File: config.mk
export PLATFORM = sky130hd
export DESIGN_NAME = regfile_wb_queue
export DESIGN_NICKNAME = d
export VERILOG_FILES = /design/src/rtl/regfile_pkg.sv /design/src/rtl/wb_fifo.sv /design/src/rtl/regfile_wb_queue.sv
export SDC_FILE = /design/constraint.sdc
export NUM_CORES = 1
export LEC_CHECK = 0
export ABC_AREA = 1
export CORE_ASPECT_RATIO = 0.7
export CORE_UTILIZATION = 52
export DETAILED_ROUTE_END_ITERATION = 10
export PLACE_DENSITY = 0.8
export SLEW_MARGIN = 20
export SYNTH_ARGS = -nofsm -noshare
export SYNTH_HDL_FRONTEND = slang
export SYNTH_SLANG_ARGS = --single-unit
File: constraint.sdc
create_clock -name clk -period 8.6 [get_ports clk]
set_input_delay 1.72 -clock clk [delete_from_list [all_inputs] [get_ports clk]]
set_output_delay 1.72 -clock clk [all_outputs]
set_load 0.005 [all_outputs]
File: src/rtl/regfile_pkg.sv
// Shared types and sizes for the register-file write-back path.
package regfile_pkg;

    localparam int XLEN  = 64;
    localparam int AW    = 5;
    localparam int NREGS = 32;

    // One pending register write: destination register and its data.
    typedef struct packed {
        logic [AW-1:0]   addr;
        logic [XLEN-1:0] data;
    } wb_entry_t;

endpackage : regfile_pkg

File: src/rtl/wb_fifo.sv
// Dual-push, single-pop ring buffer of write-back entries.
// push0 is the older request: it lands at the write pointer, and push1 lands
// right behind it. The caller guarantees there is room for every push.
// The whole entry array and its valid mask are exported so the parent can
// search pending writes.
module wb_fifo
    import regfile_pkg::*;
#(
    parameter int DEPTH = 4
) (
    input  logic                       clk,
    input  logic                       reset,
    input  logic                       push0_i,
    input  wb_entry_t                  push0_entry_i,
    input  logic                       push1_i,
    input  wb_entry_t                  push1_entry_i,
    input  logic                       pop_i,
    output wb_entry_t [DEPTH-1:0]      entries_o,
    output logic [DEPTH-1:0]           valid_o,
    output logic [$clog2(DEPTH)-1:0]   rd_ptr_o,
    output logic [$clog2(DEPTH):0]     count_o
);

    localparam int PW = $clog2(DEPTH);
    localparam int CW = PW + 1;

    logic [PW-1:0] wr_ptr_q, wr_ptr_d;
    logic [PW-1:0] rd_ptr_q, rd_ptr_d;
    logic [CW-1:0] count_q, count_d;
    logic [PW-1:0] slot1;

    // push1 sits behind push0 when both arrive together, otherwise at the tail.
    assign slot1 = push0_i ? (wr_ptr_q + PW'(1)) : wr_ptr_q;

    // Pointer and occupancy arithmetic; pointers wrap naturally (DEPTH is 2^PW).
    always_comb begin
        wr_ptr_d = wr_ptr_q + PW'(push0_i) + PW'(push1_i);
        rd_ptr_d = rd_ptr_q + PW'(pop_i);
        count_d  = count_q + CW'(push0_i) + CW'(push1_i) - CW'(pop_i);
    end

    // Pointer and count registers; reset discards everything pending.
    always_ff @(posedge clk) begin
        if (reset) begin
            wr_ptr_q <= '0;
            rd_ptr_q <= '0;
            count_q  <= '0;
        end else begin
            wr_ptr_q <= wr_ptr_d;
            rd_ptr_q <= rd_ptr_d;
            count_q  <= count_d;
        end
    end

    genvar gi;
    generate
        for (gi = 0; gi < DEPTH; gi++) begin : g_slot
            wb_entry_t     slot_q;
            logic [PW-1:0] age;

            // Slot storage: loaded only by a push that targets this slot.
            always_ff @(posedge clk) begin
                if (push0_i && (wr_ptr_q == PW'(gi))) begin
                    slot_q <= push0_entry_i;
                end else if (push1_i && (slot1 == PW'(gi))) begin
                    slot_q <= push1_entry_i;
                end
            end

            // Distance from the head decides whether this slot is occupied.
            assign age          = PW'(gi) - rd_ptr_q;
            assign valid_o[gi]  = ({1'b0, age} < count_q);
            assign entries_o[gi] = slot_q;
        end
    endgenerate

    assign rd_ptr_o = rd_ptr_q;
    assign count_o  = count_q;

endmodule : wb_fifo

File: src/rtl/regfile_wb_queue.sv
// Write-back queue in front of the register file's single write port.
// Accepts ALU (in0, older) and load (in1, younger) write requests, drains one
// per cycle, and answers two lookups over the pending entries.
// Build option: WB_BYPASS_EN -- when defined, q_data1/q_data2 return the
// youngest pending data; otherwise only the hit flags are produced and the
// data outputs are 0.
module regfile_wb_queue
    import regfile_pkg::*;
#(
    parameter int DEPTH = 4
) (
    input  logic                    clk,
    input  logic                    reset,
    input  logic                    in0_valid,
    output logic                    in0_ready,
    input  logic [AW-1:0]           in0_addr,
    input  logic [XLEN-1:0]         in0_data,
    input  logic                    in1_valid,
    output logic                    in1_ready,
    input  logic [AW-1:0]           in1_addr,
    input  logic [XLEN-1:0]         in1_data,
    output logic                    RegWrite,
    output logic [AW-1:0]           wa3,
    output logic [XLEN-1:0]         Writedata,
    input  logic [AW-1:0]           q_addr1,
    input  logic [AW-1:0]           q_addr2,
    output logic                    q_hit1,
    output logic                    q_hit2,
    output logic [XLEN-1:0]         q_data1,
    output logic [XLEN-1:0]         q_data2,
    output logic [$clog2(DEPTH):0]  count
);

    localparam int PW = $clog2(DEPTH);
    localparam int CW = PW + 1;

    wb_entry_t [DEPTH-1:0] entries_w;
    logic [DEPTH-1:0]      valid_w;
    logic [PW-1:0]         rd_ptr_w;
    logic [CW-1:0]         count_w;
    logic                  accept0, accept1;
    logic                  not_empty;
    wb_entry_t             head_w;
    logic [AW-1:0]         last_addr_q;
    logic [XLEN-1:0]       last_data_q;

    // Ready is a function of the registered count only; in1 needs two free
    // slots because in0 may take one in the same cycle.
    assign in0_ready = !reset && (count_w < CW'(DEPTH));
    assign in1_ready = !reset && (count_w < CW'(DEPTH - 1));
    assign accept0   = in0_valid && in0_ready;
    assign accept1   = in1_valid && in1_ready;

    assign not_empty = (count_w != '0);
    assign RegWrite  = not_empty && !reset;

    wb_fifo #(
        .DEPTH (DEPTH)
    ) u_fifo (
        .clk           (clk),
        .reset         (reset),
        .push0_i       (accept0),
        .push0_entry_i ({in0_addr, in0_data}),
        .push1_i       (accept1),
        .push1_entry_i ({in1_addr, in1_data}),
        .pop_i         (RegWrite),
        .entries_o     (entries_w),
        .valid_o       (valid_w),
        .rd_ptr_o      (rd_ptr_w),
        .count_o       (count_w)
    );

    assign head_w = entries_w[rd_ptr_w];

    // Remember the last drained entry so the write port holds steady when empty.
    always_ff @(posedge clk) begin
        if (reset) begin
            last_addr_q <= '0;
            last_data_q <= '0;
        end else if (RegWrite) begin
            last_addr_q <= head_w.addr;
            last_data_q <= head_w.data;
        end
    end

    assign wa3       = not_empty ? head_w.addr : last_addr_q;
    assign Writedata = not_empty ? head_w.data : last_data_q;
    assign count     = count_w;

`ifdef WB_BYPASS_EN
    // Lookup walking from head (oldest) to tail so the youngest match wins.
    always_comb begin
        q_hit1  = 1'b0;
        q_hit2  = 1'b0;
        q_data1 = '0;
        q_data2 = '0;
        for (int age = 0; age < DEPTH; age++) begin
            if (valid_w[rd_ptr_w + PW'(age)] &&
                (entries_w[rd_ptr_w + PW'(age)].addr == q_addr1)) begin
                q_hit1  = 1'b1;
                q_data1 = entries_w[rd_ptr_w + PW'(age)].data;
            end
            if (valid_w[rd_ptr_w + PW'(age)] &&
                (entries_w[rd_ptr_w + PW'(age)].addr == q_addr2)) begin
                q_hit2  = 1'b1;
                q_data2 = entries_w[rd_ptr_w + PW'(age)].data;
            end
        end
    end
`else
    // Scoreboard-only lookup: any pending entry to the address is a hit.
    always_comb begin
        q_hit1 = 1'b0;
        q_hit2 = 1'b0;
        for (int i = 0; i < DEPTH; i++) begin
            if (valid_w[i] && (entries_w[i].addr == q_addr1)) q_hit1 = 1'b1;
            if (valid_w[i] && (entries_w[i].addr == q_addr2)) q_hit2 = 1'b1;
        end
    end

    assign q_data1 = '0;
    assign q_data2 = '0;
`endif

endmodule : regfile_wb_queue

==> key figures <==
Detailed routing
  • Drt drc: 0
  • DRT Wirelength: approximately 48000 um
  • Vias: between 10k and 15k
  • WL/cell: around 18 um
  • DR iter-0 viols: 1290
  • Vias per inst: approximately 5.3
  • Drt pass-1 iters: 6
  • Antenna viol nets, final: 0

Synth
  • Post-Synth Adder-Cell Area: 0.0111
  • Synth top area share: 0.466
  • Cell Area, Synth: 0.0178 sq mm
  • Simple-gate portion of the synthesized area: 0.209
  • Synth top area cells: edfxtp_1, nand2_1, dfxtp_1
  • Register bit total from synthesis: around 350
  • Multiplexer area fraction after synthesis: 0
  • Largest family of logic cells by synthesized area: simple AND/OR/NAND/NOR gates
  • Seq/Total Area, Yosys: 0.552
  • Mean Syn Cell Area: between 8 and 9 sq um
  • Post-synthesis compound-gate area fraction: 0.107
  • XOR/XNOR Fraction of Synth Area: 0.00887
  • Synth cell types: 31
  • Syn. warnings: 0
  • Synth Instances: between 2k and 2.5k
  • Post-synth top area cell: edfxtp_1

Floorplanning
  • Core area: between 0.03 and 0.04 sq mm
  • Die W: between 200 and 250 um
  • Die Ht: ~160 um
  • Die footprint: between 0.03 and 0.04 sq mm
  • Ports: 357
  • Placement Rows: 56
  • Initial Utilization: 0.530

Setup path
  • Top delay family on crit path: buffers and inverters
  • CP Buf/Inv Count: 4
  • CP Data Required Time: approximately 6.9 ns
  • CP startpoint kind: flop
  • CP peak stage delay: a little over 0.6 ns
  • Cell with the largest stage delay on the worst path: buf_4
  • Arrival time worst endpoint: 3.64 ns
  • Critical Path Most Common Cell: nand2_1
  • Crit path max fanout: 43
  • Worst path cell trace: inv_1, nand3_4, inv_2, buf_4, nand2_1, nand2_1, clkdlybuf4s50_1
  • Critical path type: reg2out
  • Crit. End Element: output port

Layout
  • Sequential cell area: 0.00981 sq mm
  • Footprint of the multi-input gates: 0.00654 sq mm
  • Nets: ~2.4k
  • Fillers: 2743
  • Commonest non-fill, non-tap cell in the layout: nand2_1
  • Share of cells above drive strength 1: 0.0440
  • Most frequent cells in the layout: nand2_1, edfxtp_1, o21ai_0
  • Area Growth Syn to Fin: 17.9%

Timing
  • Period utilization: 0.624
  • Crit path time final: about 5.4 ns
  • Sum Neg Setup Slack: 0 ns
  • Final Setup Violations: 0
  • RSZ-0062 raised after global routing: no
  • Hold Vio Cnt, Final: 0
  • Worst Tran Pin Value: around 1 ns
  • Clk_skew: ~0.021 ns
  • Fmax: approximately 0.19 GHz
  • Count of final max-slew check failures: 0
  • Hold slack: roughly 0.47 ns
  • Slew margin rel.: 0.320

Clocking
  • CTS Root Cell: clkbuf_16
  • Hold Buf Count CTS: 0
  • CTS Buf Count: 36
  • CTS H-tree depth: 2
  • CTS tree: built
  • Post-CTS Resized: 0
  • # clock sinks: 352
  • Clock transition at path regs: about 0.06 ns
  • Post-CTS setup buffer count: 0
  • Clk_lat worst skew: roughly 0.52 ns
  • Clk buf depth: 3

Global route
  • First-pass GRT wire length: about 72000 um
  • Gr ovfl total: 0
  • Total track usage: 0.268
  • Vias in the first global route: 13.6k
  • Pin count of the biggest net entering global routing: 91
  • Antenna violations before repair: 4

Place
  • Post-DP HPWL: ~29000 um
  • Port bufs: 228
  • GP Congestion: about 0.9

Power
  • Power Density: ~300 mW/mm^2
  • Worst IR Drop VDD: 183 uV
  • Pleak: 8.98 nW

Run status
  • Status: complete, no violations

Job
  • Max-Cap Viols: 0

Worst hold path
  • Worst min-delay path class: reg2reg
state kept, by name (all words and copies together), names as in the netlist:
register / cells
u_fifo.count_o: 3
last_addr_q: 5
last_data_q: 64
u_fifo.entries_o: 276
u_fifo.rd_ptr_o: 2
u_fifo.wr_ptr_q: 2
tightest hold or removal path, cell delays in order (launching register included):
cell and delay [ns]:
dfxtp_1 0.29, nand2_1 0.07, a21oi_1 0.06
per-layer routing:
| metal | track usage | share of wire | vias up | routed length (um) |
|---|---|---|---|---|
| met5 | 0 | 0.00025 | - | 12 |
| met4 | 0.0782 | 0.020 | 2 | 965 |
| met3 | 0.0567 | 0.092 | 83 | 4390 |
| met2 | 0.451 | 0.48 | 652 | 22800 |
| met1 | 0.350 | 0.41 | 6626 | 19400 |
| li1 | - | - | 6874 | - |
cells by family after synthesis:
family                   count (synthesis)
flip-flops                             352
XOR/XNOR                                18
buffers and inverters                  371
other                                    1
adder cells (fa/ha/maj)                 14
AND/OR/NAND/NOR                        928
AO/OA/AOI/OAI                          372
synthesized netlist by cell type:
cell,instances
nor2_2,1
xnor2_1,9
clkbuf_1,40
inv_1,126
inv_4,1
dfxtp_1,76
a22oi_1,16
clkbuf_2,1
conb_1,1
nor3_1,3
o21ai_0,250
inv_2,4
or2_2,9
o21ai_1,31
edfxtp_1,276
nand4_1,58
nor2_1,50
nand2_1,782
a21oi_1,73
buf_4,139
fa_1,3
ha_1,11
nand3_1,18
xor2_1,9
nand2_2,5
a21boi_0,1
nor2_4,1
buf_2,59
buf_1,1
a31oi_1,1
nand2_4,1
cell type report:
type / count / share of cell area
flip-flops and latches: 352 / 0.468
multi-input cells: 1460 / 0.312
repair buffers: 245 / 0.115
clock buffers: 48 / 0.0476
well taps: 435 / 0.0260
inverters: 131 / 0.0236
clock inverters: 15 / 0.00752
diodes: 3 / 0.000358
power by group:
group	switching, W	total, W	internal, W
sequential	0.000101	0.00230	0.00220
clock	0.000645	0.00155	0.000907
combinational	0.00138	0.00235	0.000970
final timing paths:
| path | cells after the start | to | slack (ns) | startpoint |
|---|---|---|---|---|
| setup / recovery | 7 | Writedata[7] | 3.24 | u_fifo.count_o[2] |
| hold reg to reg | 2 | last_data_q[14] | 0.47 | last_data_q[14] |
| setup reg to reg | 8 | u_fifo.entries_o[111] | 4.86 | u_fifo.count_o[2] |
| hold / removal | 2 | last_data_q[14] | 0.47 | last_data_q[14] |
through the flow:
step	area, sq um	instances	utilization	setup WS (ns)	total power, W
after floorplan	18300	2183	-	0.791	0.00361
after global placement	19800	2623	0.590	3.43	0.00462
after detailed placement	19800	2623	0.590	3.40	0.00468
after CTS	20900	2686	0.624	3.19	0.00623
after global routing	20900	2686	0.624	3.01	0.00655
final	21000	2689	0.624	3.24	0.00620
No activity file was read; power rests on OpenSTA's default activity.
